### src/rtl/exu_ctrl_pkg.sv
// ============================================================================
// Module : exu_ctrl_pkg
// Brief  : Shared state encodings, stall counter width and sizing helper for
//          the EXU control slice.
// Rev    : 1.0
// ============================================================================
`default_nettype none

package exu_ctrl_pkg;

  localparam logic [1:0] EXU_ST_IDLE  = 2'd0;
  localparam logic [1:0] EXU_ST_MC    = 2'd1;
  localparam logic [1:0] EXU_ST_VALID = 2'd2;

  localparam int STALL_CNT_W = 32;

  // Minimum width able to hold n-1, never narrower than one bit.
  function automatic int cnt_width(input int n);
    return (n <= 2) ? 1 : $clog2(n);
  endfunction

endpackage

`default_nettype wire

### src/rtl/exu_mc_timer.sv
// ============================================================================
// Module : exu_mc_timer
// Brief  : Countdown for multi-cycle ops: load MC_CYCLES-1, decrement while
//          counting, done while the count reads zero.
// Rev    : 1.0
// ============================================================================
`default_nettype none

module exu_mc_timer #(
  parameter int MC_CYCLES = 8,
  parameter int CNT_W     = 3
) (
  input  logic clk,
  input  logic rst,
  input  logic i_clear,
  input  logic i_load,
  input  logic i_count,
  output logic o_done
);

  logic [CNT_W-1:0] r_cnt;

  always_ff @(posedge clk or posedge rst) begin
    if (rst) begin
      r_cnt <= '0;
    end else if (i_clear) begin
      r_cnt <= '0;
    end else if (i_load) begin
      r_cnt <= CNT_W'(MC_CYCLES - 1);
    end else if (i_count && (r_cnt != '0)) begin
      r_cnt <= r_cnt - CNT_W'(1);
    end
  end

  assign o_done = (r_cnt == '0);

endmodule

`default_nettype wire

### src/rtl/exu_ctrl.sv
// ============================================================================
// Module : exu_ctrl
// Brief  : EX stage control FSM (IDLE/MC/VALID) with IDU/LSU handshakes.
//          Multi-cycle path enabled by macro EXU_MULDIV_EN.
// Rev    : 1.0
// ============================================================================
`default_nettype none

module exu_ctrl
  import exu_ctrl_pkg::*;
#(
  parameter int MC_CYCLES = 8
) (
  input  logic                   clk,
  input  logic                   rst,
  input  logic                   idu_valid_i,
  input  logic                   mc_op_i,
  output logic                   exu_ready_o,
  output logic                   we_o,
  output logic                   alu_start_o,
  output logic                   exu_valid_o,
  input  logic                   lsu_ready_i,
  input  logic                   flush_i,
  output logic [STALL_CNT_W-1:0] stall_cnt_o
);

  localparam int CNT_W = cnt_width(MC_CYCLES);

  logic [1:0] r_state;
  logic [1:0] w_state_nxt;
  logic       r_exu_valid;
  logic       w_accept;
  logic       w_mc_accept;
  logic       w_mc_done;

  assign exu_ready_o = ~flush_i & ((r_state == EXU_ST_IDLE) |
                                   ((r_state == EXU_ST_VALID) & lsu_ready_i));
  assign w_accept    = idu_valid_i & exu_ready_o;
  assign we_o        = w_accept;

`ifdef EXU_MULDIV_EN
  logic                   r_alu_start;
  logic [STALL_CNT_W-1:0] r_stall_cnt;

  assign w_mc_accept = w_accept & mc_op_i;

  exu_mc_timer #(
    .MC_CYCLES (MC_CYCLES),
    .CNT_W     (CNT_W)
  ) u_mc_timer (
    .clk     (clk),
    .rst     (rst),
    .i_clear (flush_i),
    .i_load  (w_mc_accept),
    .i_count (r_state == EXU_ST_MC),
    .o_done  (w_mc_done)
  );

  always_ff @(posedge clk or posedge rst) begin
    if (rst) begin
      r_alu_start <= 1'b0;
      r_stall_cnt <= '0;
    end else begin
      r_alu_start <= w_mc_accept;
      if (r_state == EXU_ST_MC) begin
        r_stall_cnt <= r_stall_cnt + STALL_CNT_W'(1);
      end
    end
  end

  // Start pulse is suppressed if the op is killed in its first MC cycle.
  assign alu_start_o = r_alu_start & ~flush_i;
  assign stall_cnt_o = r_stall_cnt;
`else
  logic w_unused;

  assign w_unused    = mc_op_i ^ CNT_W[0];
  assign w_mc_accept = 1'b0;
  assign w_mc_done   = 1'b1;
  assign alu_start_o = 1'b0;
  assign stall_cnt_o = '0;
`endif

  always_comb begin
    w_state_nxt = r_state;
    if (flush_i) begin
      w_state_nxt = EXU_ST_IDLE;
    end else begin
      case (r_state)
        EXU_ST_IDLE: begin
          if (w_accept) w_state_nxt = w_mc_accept ? EXU_ST_MC : EXU_ST_VALID;
        end
        EXU_ST_MC: begin
          if (w_mc_done) w_state_nxt = EXU_ST_VALID;
        end
        EXU_ST_VALID: begin
          if (lsu_ready_i) begin
            if (w_accept) w_state_nxt = w_mc_accept ? EXU_ST_MC : EXU_ST_VALID;
            else          w_state_nxt = EXU_ST_IDLE;
          end
        end
        default: w_state_nxt = EXU_ST_IDLE;
      endcase
    end
  end

  always_ff @(posedge clk or posedge rst) begin
    if (rst) begin
      r_state     <= EXU_ST_IDLE;
      r_exu_valid <= 1'b0;
    end else begin
      r_state     <= w_state_nxt;
      r_exu_valid <= (w_state_nxt == EXU_ST_VALID);
    end
  end

  assign exu_valid_o = r_exu_valid;

endmodule

`default_nettype wire

### config.mk
export PLATFORM = sky130hd
export DESIGN_NAME = exu_ctrl
export DESIGN_NICKNAME = d
export VERILOG_FILES = /design/src/rtl/exu_ctrl_pkg.sv /design/src/rtl/exu_mc_timer.sv /design/src/rtl/exu_ctrl.sv
export SDC_FILE = /design/constraint.sdc
export NUM_CORES = 1
export LEC_CHECK = 0
export BUFFER_PORTS_ARGS = -buffer_cell sky130_fd_sc_hd__buf_2
export CORE_UTILIZATION = 30
export DETAILED_ROUTE_END_ITERATION = 6
export PLACE_DENSITY = 0.8
export REMOVE_ABC_BUFFERS = 1
export SKIP_LAST_GASP = 1
export SYNTH_ARGS = -nofsm -noshare
export SYNTH_HDL_FRONTEND = slang
export SYNTH_SLANG_ARGS = --single-unit
### constraint.sdc
create_clock -name clk -period 1.25 [get_ports clk]
set_clock_uncertainty 0.1 [all_clocks]
set_input_delay 0.0625 -clock clk [delete_from_list [all_inputs] [get_ports clk]]
set_output_delay 0.0625 -clock clk [all_outputs]
set_load 0.01 [all_outputs]
After elaboration in Yosys (flattened, before gate mapping)
Index checks and enable logic that the tools add are counted.
{ "totals": {"regBits": 3, "latchBits": 0, "ramBits": 0, "romBits": 0, "output_inout_bits": 36, "wordCells": 16, "mem_count": 0} }
{ "classes": {"n_addsub": 0, "multipliers": 0, "n_div": 0, "n_lt_le_gt_ge": 0, "eq_ne": 3, "shift": 0, "mux": 5, "bitwise": 5, "n_reduce_logical": 1} }
{ "op_table": {"columns": ["op", "n"], "rows": [
  ["2-bit two-way mux", 4],
  ["2-bit case mux with 3 select lines", 1],
  ["2-bit equality test (second input constant)", 2],
  ["1-bit bitwise AND", 3],
  ["2-bit by 1-bit equality test with 1-bit output (second input constant)", 1],
  ["2-bit logical NOT", 1],
  ["1-bit inverter", 1],
  ["1-bit OR", 1]
]} }

Depth between registers and ports, before layout
Gate-level depths: netlist (run 1).
{ "depth": {"depth_word": 10, "mapped_depth": 2} }

Worst setup path after synthesis (run 1)
No wires, ideal clock.
{ "synth_timing": {"path_kind": "register to register", "start": "register r_state[1]", "end": "register r_exu_valid, in the netlist exu_valid_o", "setup_ps": 124, "arrival_time_ps": 724, "slack_ps": 302, "stages_incl_launch_ff": 3, "n_path_buf": 0, "synth_period_minus_slack_ps": 948, "path_cell_list": "dfrtp_1 -> nor2b_4 -> o31a_1"} }
{ "synth_via": {"elab_chain_len": 10} }
{ "synth_rtl": {"columns": ["element", "line_no", "source"], "rows": [
  ["start, declared", "exu_ctrl.sv:29", "logic [1:0] r_state;"],
  ["start signal, assigned", "exu_ctrl.sv:112", "r_state <= w_state_nxt;"],
  ["2-bit equality test", "exu_ctrl.sv:37, exu_ctrl.sv:89", null],
  ["1-bit bitwise AND", "exu_ctrl.sv:37", "((r_state == EXU_ST_VALID) & lsu_ready_i));"],
  ["1-bit OR", "exu_ctrl.sv:36", "assign exu_ready_o = ~flush_i & ((r_state == EXU_ST_IDLE) |"],
  ["1-bit bitwise AND", "exu_ctrl.sv:36", null],
  ["1-bit bitwise AND", "exu_ctrl.sv:38", "assign w_accept = idu_valid_i & exu_ready_o;"],
  ["2-bit two-way mux", "exu_ctrl.sv:98", "if (w_accept) w_state_nxt = w_mc_accept ? EXU_ST_MC : EXU_ST_VALID;"],
  ["2-bit two-way mux", "exu_ctrl.sv:97", "if (lsu_ready_i) begin"],
  ["2-bit case mux with 3 select lines (*)", "exu_ctrl.sv:89", "case (r_state)"],
  ["2-bit two-way mux (*)", "exu_ctrl.sv:86", "if (flush_i) begin"],
  ["2-bit equality test (*)", "exu_ctrl.sv:113", "r_exu_valid <= (w_state_nxt == EXU_ST_VALID);"],
  ["end signal, assigned", "exu_ctrl.sv:113", null],
  ["end, declared", "exu_ctrl.sv:31", "logic r_exu_valid;"]
]} }
Mark *: on every way between the ends. The rest lies on a longest branch, timed or not.

Final worst setup path (run 1)
{ "layout_timing": {"start": "register r_state[1]", "end": "output we_o"} }
{ "layout_via": {"elab_chain_len": 5} }
{ "layout_rtl": {"columns": ["element", "line_no", "source"], "rows": [
  ["2-bit equality test", "exu_ctrl.sv:37", null],
  ["1-bit bitwise AND", "exu_ctrl.sv:37", null],
  ["1-bit OR (*)", "exu_ctrl.sv:36", null],
  ["1-bit bitwise AND (*)", "exu_ctrl.sv:36", null],
  ["1-bit bitwise AND (*)", "exu_ctrl.sv:38", null],
  ["end, declared", "exu_ctrl.sv:19", "output logic we_o,"]
]} }
Marks and branches as above.

==> impl_metrics.toml, run 1 <==
[outcome]
status = "finished clean"

[critical_path]
critPathKind = "reg -> out"
cp_cell_sequence = "nor2b_4, nor4b_4, buf_2"
cp_num_buf_inv = 1
critPathCaptureType = "output port"
slowest_delay_ns = 0.37
worst-path-max-fanout = 3
setup.worst_path.start = "r_state[1]"
reg2reg_from = "r_state[1]"
arrival_ns = 1.08
start_kind = "flip-flop"
crit_family = "flip-flops"
cp_slowest_cell = "dfrtp_1"
required_ns = 1.09

[sta]
setup_viol = 0
finalCritPeriodShare_pct = 99.4
rsz0062_at_grt = "true"
finalHoldViolations = 0
max_freq_mhz = 805
maxSlewViolCount = 0
period_needed_ns = 1.24

[logic_synthesis]
ys_types = 9
synth_area_sq_um = 399
synth-seq-cells = 3
synth_warnings = 0
yosysSeqAreaShare_pct = 18.8
syn_area_per_cell_sq_um = 9.07
syn-instance-count = 44

[pwr]
power.density_nw_per_um2 = 952
p_total_uw = 370
power_leakage_nw = 0.236
ir_drop_uv = 299

[final_layout]
drive_gt1_share_pct = 25.4
utilization_pct = 33.2
mostFrequentLayoutCell = "conb_1"
fin_cells = 73
area_growth_pct = -2.51
antenna-diode-count = 0
mostFrequentLayoutCells = "conb_1, buf_2, clkbuf_4, dfrtp_1"
nets = 66
fillers = 138

[clock_network]
post_cts_resized = 0
cts.sinks = 3
clkTransAtPathRegs_ns = 0.04
clockBufferDepth = 2
cts_tree = "built"
cts.htree.levels = 1
clock_latency_ns = 0.23
ctsRootBufferMaster = "clkbuf_4"
cts_inserted_buffers = 3

[die]
ios = 42
fp.coreArea_sq_um = 1170
initial_core_util_pct = 34.1
die_w_um = 38.5
die_h_um = 38.5
rows = 12
die_area_sq_um = 1480

[grt]
overflow = 0
grt_pass1_vias = 138
track_usage_pct = 6.14
grt_max_degree = 6
grt_pass1_wl_um = 524
antenna_found_initial = 0

[min_path]
min_from = "flush_i"
hp-class = "in -> reg"

[drt]
drc = 0
first_pass_iters = 2
drtIter0Drc = 1
drtAntennaViolNets = 0
num_vias = 214
post_drt_via_cell_ratio = 2.93
wl_per_cell_um = 5.59
routed_wl_um = 408

[placed_design]
dp_hpwl_um = 322
place.port_buffers = 7
place_inst = 65
gp_congestion = 0.509

[flow_run]
drv_cap = 0
-- cell usage after synthesis --
library cell | number | area, sq um
nor2b_4 | 1 | 13.8
inv_1 | 1 | 3.75
nor4b_4 | 1 | 23.8
conb_1 | 1 | 3.75
nor3_1 | 1 | 5.00
dfrtp_1 | 3 | 75.1
buf_4 | 33 | 248
a21oi_2 | 1 | 8.76
o31a_1 | 2 | 17.5
-- report_power, final --
part	total (mW)	switching (mW)	internal, mW	leakage, nW
combinational	0.0946	0.0651	0.0295	0.184
sequential	0.109	0.00473	0.104	0.0367
clock	0.167	0.0472	0.119	0.0150
-- registers in the layout, indices dropped and copies added (netlist names) --
signal / cells
r_state: 2
exu_valid_o: 1
-- kinds of logic (layout without fill, tap and decap cells) --
logic type,Yosys count,in the layout,synth area share [%]
flops,3,3,18.8
simple gates,3,3,10.7
compound gates,3,3,6.58
buf+inv,34,16,63.0
other cells,1,34,0.940
-- tightest hold or removal path: cells and delay by family --
kind / cells / cell delay [ns]
AOI/OAI and AO/OA: 2 / 0.14
buffers and inverters: 1 / 0.13
-- layer usage --
metal | share of wire (%) | track usage (%) | wire [um]
met2 | 57 | 8.47 | 231
met5 | 0 | 0 | 0
met4 | 0 | 7.76 | 0
met1 | 26 | 4.55 | 108
met3 | 17 | 5.23 | 69
-- worst paths after layout --
| path | end | slack (ns) | cells past startpoint |
|---|---|---|---|
| min in group asynchronous | r_state[0] | 0.13 | 3 |
| max in group asynchronous | r_state[1] | 0.79 | 3 |
| min | exu_valid_o | 0.04 | 3 |
| max reg2reg | r_state[1] | 0.16 | 3 |
| min reg2reg | exu_valid_o | 0.53 | 3 |
| max | we_o | 0.007 | 3 |
-- metrics by stage --
stage                     hold WS (ns)  area [sq um]  setup slack, ns   TNS, ns
after floorplan                 -0.284           275            0.302         0
after global placement          -0.173           328            0.235         0
after detailed placement        -0.168           328            0.224         0
after CTS                       0.0375           389         -0.00839  -0.00839
after global routing            0.0457           389          -0.0575   -0.0575
final                           0.0449           389          0.00747         0
-- layout make-up --
cell class	instances	area [sq um]	share of cell area, %
multi-input combinational	40	196	50.5
inverter	1	3.75	0.965
tap	14	17.5	4.50
timing repair buffer	11	70.1	18.0
clock buffer	4	26.3	6.75
sequential	3	75.1	19.3
-- repair_timing --
| action | 4_1_cts | 5_1_grt |
|---|---|---|
| cloned | 0 | 0 |
| pin swaps | 0 | 0 |
| buffers inserted | 2 | 0 |
| endpoints found under the hold margin | 4 | 0 |
| endpoints found under the setup margin | 1 | 1 |
| hold buffers | 2 | 0 |
No activity file was read; power rests on OpenSTA's default activity.
==> run 2, diff against run 1 <==
Settings changed: PLACE_DENSITY 0.8 to 0.73.
==> run 2 against run 1 <==
Sequential power hardly changed. Cell count is 2.7% lower. Die area stayed put. Sequential share of layout area is 0.91 points higher. Non-clock buffer count is 2 lower. Design area is 4.5% lower. Register-to-register slack hardly changed. The flow now finishes with violations (setup timing). Clock power is 5% higher. Combinational power is 6.2% lower. Sequential cell count stayed put. Worst hold slack worse by 0.040 ns. Routed wire length is 3.7% higher.
==> impl_metrics.toml, run 2 (synthesis gave the netlist of run 1 again) <==
[final_layout]
mostFrequentLayoutCell = "conb_1"
fin_cells = 71
mostFrequentLayoutCells = "conb_1, buf_2, clkbuf_4, dfrtp_1, o31a_1"
antenna-diode-count = 0
multi_input_area_sq_um = 196
seqCellArea_sq_um = 75.1
utilization_pct = 31.7
nets = 64
fillers = 136
top_register = "r_state"
drive_gt1_share_pct = 24.6
largest_reg_flops = 2
area_growth_pct = -6.90

[clock_network]
clockBufferDepth = 2
clock_latency_ns = 0.24
cts_inserted_buffers = 3
clkTransAtPathRegs_ns = 0.04
cts_tree = "built"
ctsRootBufferMaster = "clkbuf_4"
cts.sinks = 3
cts.htree.levels = 1

[drt]
drtAntennaViolNets = 0
post_drt_via_cell_ratio = 2.90
drc = 0
num_vias = 206
drtIter0Drc = 3
wl_per_cell_um = 5.96
routed_wl_um = 423
first_pass_iters = 2

[die]
fp.coreArea_sq_um = 1170
initial_core_util_pct = 34.1
die_h_um = 38.5
die_w_um = 38.5
die_area_sq_um = 1480
ios = 42
rows = 12

[grt]
use_met1_pct = 3.83
grt_pass1_wl_um = 379
grt_pass1_vias = 101
antenna_found_initial = 0
overflow = 0
grt.met3_usage_pct = 5.23
gr-max-usage-layer = "met2"
grtUsageMet2_pct = 5.93
track_usage_pct = 4.45
grt_max_degree = 6

[critical_path]
required_ns = 1.09
reg2reg_from = "r_state[1]"
start_kind = "flip-flop"
critPathKind = "reg -> out"
critPathCaptureType = "output port"
worst-path-max-fanout = 3
setup.worst_path.start = "r_state[1]"
arrival_ns = 1.09

[sta]
fin_ws_ns = -0.00562
finalCritPeriodShare_pct = 100
fin_tns_setup_ns = -0.00562
maxSlewViolCount = 0
finalHoldViolations = 0
max_freq_mhz = 796
rsz0062_at_grt = "true"
period_needed_ns = 1.26
setup_viol = 1

[pwr]
power.density_nw_per_um2 = 1000
seqPwrFrac_pct = 29.4
clkPwrFrac_pct = 46.8
netSwitchingPower_uw = 124
power.internal_uw = 249
ir_drop_uv = 529
p_total_uw = 373
power_leakage_nw = 0.227
combPwrFrac_pct = 23.8
p_sw_share_pct = 33.3

[placed_design]
place.port_buffers = 7
place_inst = 65
dp_slack_ns = 0.223
gp_congestion = 0.642
dp_hpwl_um = 350

[outcome]
violations = "setup timing"
status = "finished with violations"

[min_path]
hp-class = "in -> reg"
min_from = "idu_valid_i"

[flow_run]
drv_cap = 0
run 2: cell count changes in the layout (fill, tap and decap cells not counted):
| cell | delta |
|---|---|
| buf_4 | -1 |
| dlygate4sd3_1 | -1 |
run 2: final cells by class:
class,count,share of cell area (%)
Inverter,1,1.01
Multi-Input combinational cell,40,52.9
Tap cell,14,4.71
Sequential cell,3,20.2
Timing Repair Buffer,9,14.1
Clock buffer,4,7.07
run 2: critical path, stage by stage (launching register included):
cell,delay [ns]
dfrtp_1,0.38
nor2b_4,0.15
nor4b_4,0.18
buf_2,0.16
run 2: stage by stage:
step           area, sq um  hold WS (ns)
3_5_place_dp           328        -0.163
6_report               372       0.00509
3_3_place_gp           328        -0.172
5_1_grt                372       0.00215
2_1_floorplan          275        -0.284
4_1_cts                364       0.00144
run 2: metal layers:
metal | part of all wire [%] | up-vias | wire length [um]
met3 | 12 | 0 | 50
met5 | 0 | - | 0
li1 | - | 98 | -
met2 | 50 | 20 | 213
met4 | 0 | 0 | 0
met1 | 38 | 88 | 159
run 2: path summary, 6_finish.rpt:
path | end | slack (ns) | cells past startpoint
worst max-delay path | we_o | -0.006 | 3
worst min-delay path | r_state[1] | 0.005 | 2
worst max register to register | exu_valid_o | 0.15 | 3
worst min register to register | exu_valid_o | 0.45 | 2
max in group asynchronous | r_state[1] | 0.77 | 3
min in group asynchronous | exu_valid_o | 0.14 | 3
run 2: power groups by stage:
stage | Sequential (mW) | Combinational [mW] | Clock, mW
finish | 0.110 | 0.0887 | 0.175
global placement | 0.111 | 0.0810 | 0
detailed placement | 0.111 | 0.0825 | 0
floorplan | 0.112 | 0.0633 | 0
CTS | 0.110 | 0.0849 | 0.179
global route | 0.110 | 0.0994 | 0.187
run 2: what timing repair did:
item,4_1_cts,5_1_grt
hold buffers,1,0
hold endpoints to repair,3,0
setup buffers,0,1
endpoints found under the setup margin,1,1
gates resized for setup,0,0
cloned,0,0
